## config.mk

```make
export PLATFORM = sky130hd
export DESIGN_NAME = gpu_bg_block_mem
export DESIGN_NICKNAME = d
export VERILOG_FILES = /design/src/rtl/gpu_bg_block_mem.sv
export SDC_FILE = /design/constraint.sdc
export NUM_CORES = 1
export LEC_CHECK = 0
export BUFFER_PORTS_ARGS = -buffer_cell sky130_fd_sc_hd__clkbuf_2
export CORE_MARGIN = 2
export CORE_UTILIZATION = 35
export CTS_CLUSTER_DIAMETER = 50
export DETAILED_ROUTE_END_ITERATION = 12
export PLACE_DENSITY_LB_ADDON = 0.2
export SLEW_MARGIN = 20
export SYNTH_ARGS = -nofsm -noshare
export SYNTH_HDL_FRONTEND = slang
export SYNTH_SLANG_ARGS = --single-unit
```

## constraint.sdc

```tcl
create_clock -name clk -period 40.5 [get_ports clk]
set_input_delay 10.125 -clock clk [delete_from_list [all_inputs] [get_ports clk]]
set_output_delay 10.125 -clock clk [all_outputs]
set_load 0.03 [all_outputs]
```

## src/rtl/gpu_bg_block_mem.sv

```systemverilog
// Background block sequencer: writes the masked pixels of a 16-pixel block and
// optionally reads the background block back for blending, one 32-bit beat at a time.
module gpu_bg_block_mem (
  input  logic         clk,
  input  logic         i_rst,
  input  logic         i_blockOp,
  input  logic [1:0]   i_blockStep,
  input  logic         i_blendActive,
  input  logic [14:0]  i_loadAdr,
  input  logic [14:0]  i_saveAdr,
  input  logic [255:0] i_saveBlock,
  input  logic [15:0]  i_saveMask,
  output logic         o_importStrobe,
  output logic [255:0] o_importBlock,
  output logic         o_resetMask,
  output logic         o_busy,
  output logic         o_memReq,
  output logic         o_memWrite,
  output logic [17:0]  o_memAdr,
  output logic [31:0]  o_memWData,
  output logic [3:0]   o_memBE,
  input  logic         i_memAck,
  input  logic         i_memRValid,
  input  logic [31:0]  i_memRData
);
  typedef enum logic [1:0] {IDLE, SAVE, LOAD, DONE} state_t;

  state_t         state_q;
  logic           op_q;
  logic           blend_q;
  logic           issued_q;
  logic [14:0]    load_adr_q;
  logic [14:0]    save_adr_q;
  logic [255:0]   save_blk_q;
  logic [255:0]   blk_q;
  logic [15:0]    mask_q;
  logic [2:0]     beat_q;
  logic [2:0]     rcnt_q;
  logic           start;
  logic [3:0]     first_beat;
  logic [3:0]     nxt_beat;
  logic [1:0]     pair;

  // Lowest beat index >= from whose two mask bits are not both clear; bit 3 set = none left.
  function automatic logic [3:0] next_beat(input logic [15:0] m, input logic [3:0] from);
    logic [3:0] r;
    r = 4'b1000;
    for (int i = 7; i >= 0; i--) begin
      if (i >= int'(from) && (m[2*i +: 2] != 2'b00)) r = {1'b0, 3'(i)};
    end
    return r;
  endfunction

  assign start      = i_blockOp & ~op_q & (state_q == IDLE) & ~i_rst;
  assign o_busy     = ~i_rst & ((state_q != IDLE) | start);
  assign first_beat = next_beat(i_saveMask, 4'd0);
  assign nxt_beat   = next_beat(mask_q, {1'b0, beat_q} + 4'd1);
  assign pair       = mask_q[{beat_q, 1'b0} +: 2];

  assign o_resetMask    = (state_q == DONE);
  assign o_importStrobe = (state_q == DONE) & blend_q;
  assign o_importBlock  = blk_q;

  always_comb begin
    o_memReq   = 1'b0;
    o_memWrite = 1'b0;
    o_memAdr   = 18'd0;
    o_memWData = 32'd0;
    o_memBE    = 4'd0;
    if (state_q == SAVE) begin
      o_memReq   = 1'b1;
      o_memWrite = 1'b1;
      o_memAdr   = {save_adr_q, beat_q};
      o_memWData = save_blk_q[{beat_q, 5'b0} +: 32];
      o_memBE    = {pair[1], pair[1], pair[0], pair[0]};
    end else if (state_q == LOAD && !issued_q) begin
      o_memReq = 1'b1;
      o_memAdr = {load_adr_q, beat_q};
    end
  end

  always_ff @(posedge clk or posedge i_rst) begin
    if (i_rst) begin
      state_q    <= IDLE;
      op_q       <= 1'b0;
      blend_q    <= 1'b0;
      issued_q   <= 1'b0;
      load_adr_q <= 15'd0;
      save_adr_q <= 15'd0;
      save_blk_q <= 256'd0;
      blk_q      <= 256'd0;
      mask_q     <= 16'd0;
      beat_q     <= 3'd0;
      rcnt_q     <= 3'd0;
    end else begin
      op_q <= i_blockOp;
      case (state_q)
        IDLE: if (start) begin
          blend_q    <= i_blendActive;
          load_adr_q <= i_loadAdr;
          save_adr_q <= i_saveAdr;
          save_blk_q <= i_saveBlock;
          mask_q     <= i_saveMask;
          issued_q   <= 1'b0;
          rcnt_q     <= 3'd0;
          beat_q     <= 3'd0;
          // Step 01 is the first block of a span: nothing has been drawn to save yet.
          if (i_blockStep != 2'b01 && i_saveMask != 16'd0) begin
            state_q <= SAVE;
            beat_q  <= first_beat[2:0];
          end else if (i_blendActive) begin
            state_q <= LOAD;
          end else begin
            state_q <= DONE;
          end
        end
        SAVE: if (i_memAck) begin
          if (!nxt_beat[3]) begin
            beat_q <= nxt_beat[2:0];
          end else if (blend_q) begin
            state_q <= LOAD;
            beat_q  <= 3'd0;
          end else begin
            state_q <= DONE;
          end
        end
        LOAD: begin
          if (i_memAck && !issued_q) begin
            if (beat_q == 3'd7) issued_q <= 1'b1;
            else                beat_q   <= beat_q + 3'd1;
          end
          if (i_memRValid) begin
            blk_q[{rcnt_q, 5'b0} +: 32] <= i_memRData;
            if (rcnt_q == 3'd7) state_q <= DONE;
            else                rcnt_q  <= rcnt_q + 3'd1;
          end
        end
        DONE:    state_q <= IDLE;
        default: state_q <= IDLE;
      endcase
    end
  end
endmodule

```

==> flow_metrics.py <==
metrics = {
    "run_status": {
        "status": "completed",
    },
    "routing": {
        "route.met3.wl_um": 5500,
        "antenna_left": 0,
        "finalWirelength_um": 83400,
        "viasPerCell": 4.90,
        "drc": 0,
        "dr.pass1.iters": 6,
        "routedWlPerCell_um": 20.0,
        "highest_layer": "met5",
        "route.met2.wl_um": 41000,
        "m1WireLength_um": 34200,
        "first_iter_violations": 1509,
        "num_vias": 20398,
    },
    "cells_and_area": {
        "nNetsFinal": 3513,
        "final_area_mm2": 0.0312,
        "drive_gt1_frac": 0.291,
        "area.growth.synth_to_final_pct": 26.8,
        "final_core_util": 0.447,
    },
    "floorplan": {
        "initial_core_util": 0.353,
        "die_width_um": 269,
        "rows": 97,
        "die_y_um": 269,
        "core_mm2": 0.0699,
        "pin_count": 657,
        "die_area_mm2": 0.0726,
    },
    "synthesis": {
        "synth_edf_count": 0,
        "synth_top_family_by_area": "simple AND/OR/NAND/NOR gates",
        "synth_compound_area_frac": 0.0553,
        "ys_ff_latch": 569,
        "synth_top_area_share": 0.578,
        "ys_types": 58,
        "synth_fa_ha_area_frac": 0.00812,
        "synth_xor_area_frac": 0,
        "async_reset_ff_frac": 1.00,
        "postSynthCellCount": 2556,
        "synth-main-ff-cell": "dfrtp_1",
        "syn_area_mm2": 0.0246,
        "synthTopCellsByArea": "dfrtp_1, nand2_1, mux4_2",
        "yosysWarnings": 0,
        "muxShareOfSynthArea": 0.0988,
        "synth.most_common_cell": "nand2_1",
        "yosysTopAreaCell": "dfrtp_1",
        "synth-simple-area-share": 0.228,
        "avgSynthCellArea_um2": 9.64,
        "syn-num-nets": 2914,
        "synth_seq_area_share": 0.578,
        "synthTopCellsByCount": "nand2_1, dfrtp_1, o21ai_0",
    },
    "setup_path": {
        "crit_arrival_ps": 12080,
        "rrSetupSlack_ps": 36200,
        "path_cells": "clkbuf_2, nand4bb_4, and2_0, nor2_1, clkbuf_2",
        "slowest_delay_ps": 760,
        "worstReg2RegStart": "state_q[0]$_DFFE_PP0P_",
        "required_ps": 30380,
        "critical_path.top_delay_family": "simple AND/OR/NAND/NOR gates",
        "start_kind": "input port",
        "cp_common_cell": "clkbuf_2",
        "criticalPathCategory": "in2out",
        "end_kind": "output pin",
        "r2r_end": "save_blk_q[216]$_DFFE_PP0P_",
        "reg2reg_depth": 8,
        "path_max_fanout": 50,
        "critPathSlowestCell": "nand4bb_4",
        "path_buf_inv": 2,
    },
    "clock_network": {
        "cts-root-buf": "clkbuf_16",
        "cts_buffer_depth": 3,
        "clk_pin_slew_ps": 50,
        "htree_levels": 3,
        "cts_tree": "built",
        "cts-resized-gates": 0,
        "cts_hold_buf": 0,
        "worst_skew_pair.late_latency_ps": 620,
        "cts.sinks": 569,
        "cts_setup_buffers": 0,
        "cts_buffers": 74,
    },
    "placed_design": {
        "numPortBuffers": 656,
        "gp_congestion": 0.881,
        "dp_hpwl_um": 59500,
        "placed_cell_area_mm2": 0.0287,
    },
    "grt": {
        "grt-ovfl-total": 0,
        "grt_use_total": 0.227,
        "grt_pass1_wl_um": 128000,
        "grt_pass1_vias": 20805,
        "grt_max_degree": 219,
        "antenna_found_initial": 21,
    },
    "sta": {
        "slew_headroom": 0.303,
        "period_needed_ps": 22210,
        "worst_pin_slew_ps": 1050,
        "rsz0062_at_grt": "false",
        "finalSetupTns_ps": 0,
        "fmax_ghz": 0.0450,
        "fin_crit_sh": 0.548,
        "finalClockSkew_ps": 31.5,
        "slew_violations": 0,
        "final-setup-viol-count": 0,
        "hold_viol_final": 0,
    },
    "worst_hold_path": {
        "holdPathStages": 2,
        "hold_end": "save_blk_q[239]$_DFFE_PP0P_",
        "holdCritStartpoint": "save_blk_q[239]$_DFFE_PP0P_",
        "hold_class": "reg2reg",
    },
    "power": {
        "p_leak_nw": 16.1,
        "totalPowerFinal_w": 0.00220,
        "ir_drop_mv": 0.0380,
        "powerDensity_mw_per_mm2": 70.4,
    },
    "flow_run": {
        "maxCapViolCount": 0,
    },
}
-- metal layers --
layer / global-route usage / vias up
met1: 0.286 / 10084
met5: 0 / -
met2: 0.382 / 633
li1: - / 9508
met4: 0.0769 / 18
met3: 0.0580 / 155
-- final cells by class --
class | instances | area [µm²]
antenna | 11 | 27.5
clock buffer | 94 | 2050
clock inverter | 38 | 477
fill | 6922 | 38700
inverter | 12 | 52.6
multi-input combinational | 1812 | 9660
sequential | 569 | 14200
tap | 940 | 1180
timing repair buffer | 686 | 3550
-- report_power, final --
part | switching [W] | internal [W]
combinational | 0.000424 | 0.000273
sequential | 0.000104 | 0.000732
clock | 0.000268 | 0.000397
-- worst max-delay path by stage --
stage,startpoint,endpoint,slack [ps],cells after the start
after floorplan,i_rst,beat_q[0]$_DFFE_PP0P_,14460,1
after global placement,i_rst,o_busy,18360,5
final,i_rst,o_busy,18290,5
after detailed placement,i_rst,o_busy,18290,5
after global routing,i_rst,o_busy,18130,5
after CTS,i_rst,o_busy,18280,5
-- stage by stage --
| stage | std cells | setup slack (ps) | hold slack [ps] |
|---|---|---|---|
| 3_3_place_gp | 4018 | 18360 | 453 |
| 5_1_grt | 4158 | 18130 | 490 |
| 3_5_place_dp | 4018 | 18290 | 456 |
| 2_1_floorplan | 2556 | 14460 | 440 |
| 4_1_cts | 4150 | 18280 | 469 |
| 6_report | 4162 | 18290 | 464 |
-- registers in the layout, summed over array words and instances, names as in the netlist --
| name | flops |
|---|---|
| rcnt_q | 3 |
| op_q | 1 |
| mask_q | 16 |
| save_adr_q | 15 |
| save_blk_q | 256 |
| state_q | 2 |
| blend_q | 1 |
| issued_q | 1 |
| load_adr_q | 15 |
| o_importBlock | 256 |
| beat_q | 3 |
-- layout by cell type (no fill, tap or decap), types with 9 or more instances in the layout --
cell type	n
clkbuf_8	10
o21ai_0	161
clkbuf_2	656
o31ai_1	39
dfrtp_1	566
or3_1	9
mux2_2	31
inv_6	10
nor2b_1	38
nor2_1	31
diode_2	11
inv_1	11
clkbuf_16	75
mux2i_1	52
mux4_2	68
buf_4	27
nand2_1	1263
nand2b_1	15
clkbuf_1	9
ha_1	15
-- cells by family (layout without fill, tap and decap cells) --
kind of cell	count (synthesis)	in the layout
compound gates	235	235
fa+ha+maj	16	16
buf+inv	175	830
flops	569	569
mux	154	154
other cells	0	11
simple gates	1407	1407
-- tightest hold or removal path, cell delays in order (launching register included) --
cell and delay (ps):
dfrtp_1 330, nand2_1 50, nand2_1 50
(Power assumes the default switching activity.)
